[config.mk]
export PLATFORM = sky130hd
export DESIGN_NAME = fifo_fwft_read_stage
export DESIGN_NICKNAME = d
export VERILOG_FILES = /design/src/rtl/fifo_fwft_read_stage_pkg.sv /design/src/rtl/fwft_skid_buf.sv /design/src/rtl/fifo_fwft_read_stage.sv
export SDC_FILE = /design/constraint.sdc
export NUM_CORES = 1
export LEC_CHECK = 0
export CORE_MARGIN = 2
export CORE_UTILIZATION = 30
export DETAILED_ROUTE_END_ITERATION = 12
export GPL_TIMING_DRIVEN = 0
export PLACE_DENSITY_LB_ADDON = 0.15
export SYNTH_ARGS = -nofsm -noshare
export SYNTH_HDL_FRONTEND = slang
export SYNTH_SLANG_ARGS = --single-unit
[constraint.sdc]
create_clock -name rclk -period 2.7 [get_ports rclk]
set_clock_uncertainty 0.1 [all_clocks]
set_input_delay 0.405 -clock rclk [delete_from_list [all_inputs] [get_ports rclk]]
set_output_delay 0.405 -clock rclk [all_outputs]
set_load 0.1 [all_outputs]
[src/rtl/fifo_fwft_read_stage_pkg.sv]
// Shared definitions for the FWFT read stage: buffer occupancy encoding,
// default word width and statistics counter width.
package fifo_fwft_read_stage_pkg;

    typedef enum logic [1:0] {
        CNT_ZERO = 2'd0,
        CNT_ONE  = 2'd1,
        CNT_TWO  = 2'd2
    } cnt_e;

    localparam int DEFAULT_DATA_WIDTH = 8;
    localparam int STATS_CNT_W        = 16;

endpackage

[src/rtl/fwft_skid_buf.sv]
// Two-entry output buffer. buf0 is always the head; a pop shifts buf1 forward
// in the same edge a new word is captured, so arrival order is preserved.
module fwft_skid_buf
    import fifo_fwft_read_stage_pkg::*;
#(
    parameter int DATA_WIDTH = DEFAULT_DATA_WIDTH
) (
    input  logic                  clk,
    input  logic                  rst,
    input  logic                  push_i,
    input  logic [DATA_WIDTH-1:0] push_data_i,
    input  logic                  pop_i,
    output cnt_e                  count_o,
    output logic                  valid_o,
    output logic [DATA_WIDTH-1:0] head_o
);

    cnt_e                  count_q, count_d;
    logic [DATA_WIDTH-1:0] buf0_q, buf0_d;
    logic [DATA_WIDTH-1:0] buf1_q, buf1_d;

    always_comb begin
        count_d = count_q;
        buf0_d  = buf0_q;
        buf1_d  = buf1_q;
        case (count_q)
            CNT_ZERO: begin
                if (push_i) begin
                    buf0_d  = push_data_i;
                    count_d = CNT_ONE;
                end
            end
            CNT_ONE: begin
                if (push_i && pop_i) begin
                    buf0_d = push_data_i;
                end else if (push_i) begin
                    buf1_d  = push_data_i;
                    count_d = CNT_TWO;
                end else if (pop_i) begin
                    count_d = CNT_ZERO;
                end
            end
            CNT_TWO: begin
                // The issue rule never lets a word arrive into a full buffer
                // unless the head is leaving in the same cycle.
                if (pop_i) begin
                    buf0_d = buf1_q;
                    if (push_i) begin
                        buf1_d = push_data_i;
                    end else begin
                        count_d = CNT_ONE;
                    end
                end
            end
            default: begin
                count_d = CNT_ZERO;
            end
        endcase
    end

    always_ff @(posedge clk) begin
        if (rst) begin
            count_q <= CNT_ZERO;
            buf0_q  <= '0;
            buf1_q  <= '0;
        end else begin
            count_q <= count_d;
            buf0_q  <= buf0_d;
            buf1_q  <= buf1_d;
        end
    end

    assign count_o = count_q;
    assign valid_o = (count_q != CNT_ZERO);
    assign head_o  = buf0_q;

endmodule

[src/rtl/fifo_fwft_read_stage.sv]
// First-word-fall-through read stage of the async FIFO (read clock domain).
// Optional statistics outputs are enabled with `define FWFT_RD_STATS_EN.
module fifo_fwft_read_stage
    import fifo_fwft_read_stage_pkg::*;
#(
    parameter int DATA_WIDTH  = DEFAULT_DATA_WIDTH,
    parameter int RAM_LATENCY = 1
) (
    input  logic                   rclk,
    input  logic                   rrst,
    input  logic                   empty,
    output logic                   rd_en,
    input  logic [DATA_WIDTH-1:0]  rdata,
    output logic                   m_valid,
    input  logic                   m_ready,
    output logic [DATA_WIDTH-1:0]  m_data
`ifdef FWFT_RD_STATS_EN
    ,
    output logic [STATS_CNT_W-1:0] rd_count,
    output logic                   stall_seen
`endif
);

    generate
        if (RAM_LATENCY != 1) begin : g_bad_ram_latency
            $error("fifo_fwft_read_stage: RAM_LATENCY must be 1");
        end
    endgenerate

    cnt_e       count;
    logic       pop;
    logic       inflight_q, inflight_d;
    logic [2:0] occ_next;

    assign pop = m_valid & m_ready;

    // Occupancy after this edge if nothing new is issued; rd_en may only fire
    // when that leaves room for the word it requests. This makes m_ready a
    // combinational input to rd_en by design.
    assign occ_next   = {1'b0, count} + {2'b00, inflight_q} - {2'b00, pop};
    assign rd_en      = ~rrst & ~empty & (occ_next <= 3'd1);
    assign inflight_d = rd_en;

    always_ff @(posedge rclk) begin
        if (rrst) begin
            inflight_q <= 1'b0;
        end else begin
            inflight_q <= inflight_d;
        end
    end

    fwft_skid_buf #(
        .DATA_WIDTH (DATA_WIDTH)
    ) u_buf (
        .clk         (rclk),
        .rst         (rrst),
        .push_i      (inflight_q),
        .push_data_i (rdata),
        .pop_i       (pop),
        .count_o     (count),
        .valid_o     (m_valid),
        .head_o      (m_data)
    );

`ifdef FWFT_RD_STATS_EN
    logic [STATS_CNT_W-1:0] rd_count_q, rd_count_d;
    logic                   stall_seen_q, stall_seen_d;

    always_comb begin
        rd_count_d   = rd_count_q;
        stall_seen_d = stall_seen_q | (m_valid & ~m_ready);
        if (pop && (rd_count_q != {STATS_CNT_W{1'b1}})) begin
            rd_count_d = rd_count_q + STATS_CNT_W'(1);
        end
    end

    always_ff @(posedge rclk) begin
        if (rrst) begin
            rd_count_q   <= '0;
            stall_seen_q <= 1'b0;
        end else begin
            rd_count_q   <= rd_count_d;
            stall_seen_q <= stall_seen_d;
        end
    end

    assign rd_count   = rd_count_q;
    assign stall_seen = stall_seen_q;
`endif

endmodule

== Word level (Yosys, flattened, before mapping) ==
Cells that the tools add are included.
Operators by class
  muxes and demuxes: 15
  reductions and logical operators: 8
  equal/unequal tests: 8
  add/subtract/negate cells: 2
  bitwise gates (word level): 5
  $lt $le $gt $ge: 1
Operators by type and width (count)
  $mux W8: 6
  $pmux W8 S3: 1
  $pmux W8 S2: 1
  $mux W2: 6
  $ne A2 B2 Y1 const B: 4
  $pmux W2 S3: 1
  $reduce_and A5 Y1: 1
  $reduce_and A4 Y1: 1
  $reduce_bool A2 Y1: 2
  $add A2 B1 Y3: 1
  $and A1 B1 Y1: 3
  $le A3 B1 Y1 const B: 1
  $ne A3 B3 Y1 const B: 1
  $reduce_and A3 Y1: 1
  $reduce_bool A3 Y1: 1
  $sub A3 B1 Y3: 1
  $eq A2 B1 Y1 const B: 1
  $eq A2 B2 Y1 const B: 1
  $logic_not A2 Y1: 1
  $ne A2 B1 Y1 const B: 1
  $not A1 Y1: 2
  $logic_and A1 B1 Y1: 1
Word-level totals
  word-level logic and storage cells: 43
  input bits: 12
  flip-flop bits (word level): 19
  output and inout bits: 10

== Longest topological paths before layout ==
Gate-level depths: netlist of the first run.
  depth after elaboration: 6
  mapped depth: 9
  mapped depth without buffers: 7

== By module ==
Synthesis of the first run repeated with hierarchy kept, for this count alone.
Unflattened totals
  cell total of the unflattened synthesis: 103
  area total of the unflattened synthesis: 1034.7 um^2
By module, submodules not included
  fwft_skid_buf: seq. area each 360.3 um^2, cells each 92, area an instance 925.9 um^2, times used 1
  fifo_fwft_read_stage: seq. area each 20.0 um^2, cells each 11, area an instance 108.9 um^2, times used 1

== Worst setup path before layout of the first run ==
OpenSTA, ideal clock, no wires.
  kind: register to output
  start: reg u_buf.count_q[1], in the netlist u_buf.count_o[1]
  end: out rd_en
  required time: 2.195 ns
  path slack: -2.530 ns
  stages on the path, launching flop included: 10
  path buffers: 2
  arrival time: 4.725 ns
  cell sequence: dfxtp_1 > buf_6 > and3b_4 > buf_4 > nand2b_1 > ha_1 > inv_1 > fa_1 > xor2_1 > nor4b_1
On the way
  cells in the longest elaborated chain, start to end: 5
  elaborated cells on any way between the ends: 6
  classes of those cells: add/sub (2); order compare (1); bitwise (2); reduce/logical (1)
RTL lines
  from (decl): line fwft_skid_buf.sv:18  | cnt_e count_q, count_d;
  from (signal assigned): line fwft_skid_buf.sv:67  | count_q <= count_d;
  branches (longest 2 deep; another with $add A2 B1 Y3)
  $sub A3 B1 Y3 *: line fifo_fwft_read_stage.sv:40  | assign occ_next = {1'b0, count} + {2'b00, inflight_q} - {2'b00, pop};
  $le A3 B1 Y1 *: line fifo_fwft_read_stage.sv:41  | assign rd_en = ~rrst & ~empty & (occ_next <= 3'd1);
  $and A1 B1 Y1 *: line fifo_fwft_read_stage.sv:41
  to (decl): line fifo_fwft_read_stage.sv:12  | output logic rd_en,
Mark *: on every way between the ends.

== Worst setup path in the final report of the first run ==
  start: reg u_buf.count_q[0], in the netlist u_buf.count_o[0]
  end: out rd_en
The elaborated chain is that of the path after synthesis.

==> results of run 1 <==
[critical path, stage by stage (launching register included)]
cell                       delay, ps
sky130_fd_sc_hd__dfxtp_4         370
sky130_fd_sc_hd__and3b_4         300
sky130_fd_sc_hd__nand2b_1        100
sky130_fd_sc_hd__ha_1            130
sky130_fd_sc_hd__inv_1            50
sky130_fd_sc_hd__fa_2            340
sky130_fd_sc_hd__xor2_2          170
sky130_fd_sc_hd__nor4b_4         220
sky130_fd_sc_hd__buf_6           260
[per-layer routing]
layer,track usage (%),part of all wire [%],vias up,wire length (um)
met5,0,0,-,0
met4,4.17,0.58,0,13
met3,1.81,3.1,2,70
met2,21.2,49,12,1090
met1,15.4,47,377,1050
li1,-,-,414,-
[state kept, by name, summed over array words and instances, names as in the netlist]
register and cells:
inflight_q 1, u_buf.buf1_q 8, u_buf.count_o 2, u_buf.head_o 8
[worst min-delay path by stage]
stage / cells past startpoint / endpoint / slack (ps)
2_1_floorplan: 2 / u_buf.buf1_q[2] / 350
3_3_place_gp: 2 / u_buf.buf1_q[2] / 360
3_5_place_dp: 2 / u_buf.buf1_q[6] / 370
4_1_cts: 2 / u_buf.buf1_q[5] / 390
5_1_grt: 3 / u_buf.buf1_q[2] / 400
6_report: 3 / u_buf.buf1_q[2] / 380
[per-stage QoR]
step           hold WS, ps  setup TNS [ps]  utilization, %
6_report               382           -51.5            41.5
5_1_grt                404            -126            41.5
4_1_cts                387           -55.4            41.4
3_5_place_dp           369           -1410            39.5
3_3_place_gp           357           -1380            39.5
2_1_floorplan          347            -470               -
[cells in the final DEF, fill, tap and decap left out, types with 3 or more instances in the layout]
cell                              Yosys  layout
sky130_fd_sc_hd__nand2b_1            19      18
sky130_fd_sc_hd__dfxtp_1             19      17
sky130_fd_sc_hd__clkdlybuf4s50_1      0      17
sky130_fd_sc_hd__mux2i_1             16      16
sky130_fd_sc_hd__a211oi_1            16      16
sky130_fd_sc_hd__buf_4                2       6
sky130_fd_sc_hd__buf_6                3       4
sky130_fd_sc_hd__clkbuf_4             0       3
[final cells by class]
cell class,count,area share (%)
clock buffer,3,1.64
buffer,8,4.46
timing repair buffer,24,17.1
tap,46,4.19
inverter,2,0.546
sequential,19,28.1
clock inverter,1,0.364
multi-input combinational,71,43.6
[power groups by stage]
stage          logic (mW)  clock network [mW]  registers [mW]
2_1_floorplan      0.0774                   0           0.382
3_3_place_gp        0.201                   0           0.311
3_5_place_dp        0.202                   0           0.311
4_1_cts             0.208               0.154           0.305
5_1_grt             0.218               0.168           0.306
6_report            0.206               0.150           0.305
[kinds of logic (layout without fill, tap and decap cells)]
kind of cell,after synthesis,after routing,share of synthesized area (%)
XOR/XNOR,1,1,0.858
adder cells (fa/ha/maj),2,2,3.19
AO/OA/AOI/OAI,22,22,16.2
AND/OR/NAND/NOR,30,30,19.6
flip-flops,19,19,37.3
multiplexers,16,16,15.7
buffers and inverters,11,38,7.23
[synth_stat cells, types with 2 or more instances]
library cell | instances | area share [%]
sky130_fd_sc_hd__a211oi_1 | 16 | 12
sky130_fd_sc_hd__clkbuf_1 | 2 | 0.74
sky130_fd_sc_hd__buf_2 | 2 | 0.98
sky130_fd_sc_hd__nor2b_1 | 2 | 1.2
sky130_fd_sc_hd__buf_4 | 2 | 1.5
sky130_fd_sc_hd__nor4b_1 | 2 | 1.7
sky130_fd_sc_hd__buf_6 | 3 | 3.3
sky130_fd_sc_hd__nand2b_1 | 19 | 12
sky130_fd_sc_hd__inv_1 | 2 | 0.74
sky130_fd_sc_hd__mux2i_1 | 16 | 16
sky130_fd_sc_hd__dfxtp_1 | 19 | 37
sky130_fd_sc_hd__a21o_1 | 2 | 1.5
[repair_timing]
| item | in CTS | in global routing |
|---|---|---|
| endpoints found under the hold margin | 0 | 0 |
| pin swaps | 1 | 0 |
| gates resized for setup | 14 | 1 |
| endpoints found under the setup margin | 1 | 2 |
| buffers inserted | 4 | 0 |
==> insert_results.sql, run 1 <==
INSERT INTO impl_metrics (metric_group, metric, value, unit) VALUES
('run_status', 'outcome', 'complete, but fails checks', ''),
('run_status', 'violations', 'setup timing', ''),
('global_routing', 'antenna_violations_before_repair', '0', ''),
('synthesis', 'ys_seq_area_share', '37.3', '%'),
('timing', 'final_critical_delay_including_setup_and_external_delays', '2750', 'ps'),
('power_and_ir_drop', 'share_clk_of_total_power', '22.7', '%'),
('placed_design', 'io_buffer_count', '20', ''),
('drt', 'drt_first_pass_iters', '4', ''),
('final_layout', 'multiInputGateArea', '599', 'sq um'),
('timing', 'fmax', '363', 'MHz'),
('timing', 'tightestPinTransition', '965', 'ps'),
('floorplanning', 'core_region', '3310', 'sq um'),
('timing', 'setup_repair_after_global_routing_missed_its_margin', 'yes', ''),
('synthesis', 'ys_types', '26', ''),
('synthesis', 'postSynthAreaPerCell', '10.1', 'sq um'),
('drt', 'routed_wirelength', '2.23', 'mm'),
('clock_network', 'numCtsBuffers', '3', ''),
('global_routing', 'first_pass_grt_wire_length', '3.78', 'mm'),
('power_and_ir_drop', 'max-vdd-ir-drop', '0.186', 'mV'),
('worst_setup_path', 'worst-r2r-setup-slack', '830', 'ps'),
('power_and_ir_drop', 'switching_power', '0.238', 'mW'),
('worst_setup_path', 'startpoint_type', 'flop', ''),
('final_layout', 'area_growth', '34.6', '%'),
('clock_network', 'clock_insertion_delay_worst_skew', '300', 'ps'),
('worst_setup_path', 'end_kind', 'primary output', ''),
('drt', 'drt_drc_violations_left', '0', ''),
('worst_setup_path', 'reg2reg_to', 'inflight_q', ''),
('min_path', 'min-delay-path-class', 'primary input to flop', ''),
('power_and_ir_drop', 'power.leakage', '0.573', 'nW'),
('power_and_ir_drop', 'report.power.total', '0.660', 'mW'),
('synthesis', 'ys_seq_elements', '19', ''),
('placed_design', 'place.detailed.instances', '167', ''),
('drt', 'avgViaCountPerCell', '4.63', ''),
('final_layout', 'nFillCells', '362', ''),
('timing', 'postLayoutSetupSlackWorst', '-51.5', 'ps'),
('clock_network', 'max-clock-path-buffers', '2', ''),
('final_layout', 'antenna_cells_inserted', '0', ''),
('drt', 'route.detailed.wl_per_inst', '12.8', 'um'),
('worst_setup_path', 'critical_path_class', 'flop to primary output', ''),
('worst_setup_path', 'r2r_start', 'u_buf.count_o[0]', ''),
('clock_network', 'root_buffer', 'sky130_fd_sc_hd__clkbuf_4', ''),
('final_layout', 'fin_nets', '143', ''),
('clock_network', 'cts.sinks', '19', ''),
('placed_design', 'dp_slack', '-1410', 'ps'),
('clock_network', 'clock_slew_at_reported_path_ffs', '120', 'ps'),
('drt', 'drt_iter0_markers', '28', ''),
('final_layout', 'post_layout_nonfiller_instances', '174', ''),
('synthesis', 'post_synth_inst_count', '101', ''),
('floorplanning', 'starting_density', '30.8', '%'),
('worst_setup_path', 'worst_path_arrival_time', '2250', 'ps'),
('worst_setup_path', 'capturing_instance_or_port_of_the_critical_path', 'rd_en', ''),
('timing', 'timing.final.setup_violations', '1', ''),
('timing', 'finalHoldViolations', '0', ''),
('placed_design', 'globalplace.congestion', '0.744', ''),
('global_routing', 'grt_max_degree', '12', ''),
('synthesis', 'yosys_most_used_dff', 'sky130_fd_sc_hd__dfxtp_1', ''),
('floorplanning', 'floorplan.die.height', '62.3', 'um'),
('synthesis', 'post_synthesis_instance_area', '1020', 'sq um'),
('synthesis', 'syn-num-nets', '115', ''),
('drt', 'postRouteAntennaNets', '0', ''),
('clock_network', 'cts_tree', 'done', ''),
('power_and_ir_drop', 'internal_power', '0.422', 'mW'),
('worst_setup_path', 'crit_required', '2190', 'ps'),
('timing', 'slew_headroom', '35.5', '%'),
('floorplanning', 'die_area', '3890', 'sq um'),
('power_and_ir_drop', 'seqPwrFrac', '46.1', '%'),
('worst_setup_path', 'cp_max_fo', '3', ''),
('floorplanning', 'die_w', '62.3', 'um'),
('global_routing', 'globalRouteTotalUtil', '12.2', '%'),
('clock_network', 'htree_num_levels', '1', ''),
('power_and_ir_drop', 'sw_frac_of_total', '36.1', '%');
(Power assumes the default switching activity.)
==> run 2: changes to the inputs <==
--- a/config.mk
+++ b/config.mk
@@ -13,3 +13,4 @@
 export SYNTH_ARGS = -nofsm -noshare
 export SYNTH_HDL_FRONTEND = slang
 export SYNTH_SLANG_ARGS = --single-unit
+export TNS_END_PERCENT = 1
==> results of run 2 <==
The final DEF is identical to that of run 1; final timing and power are the same.
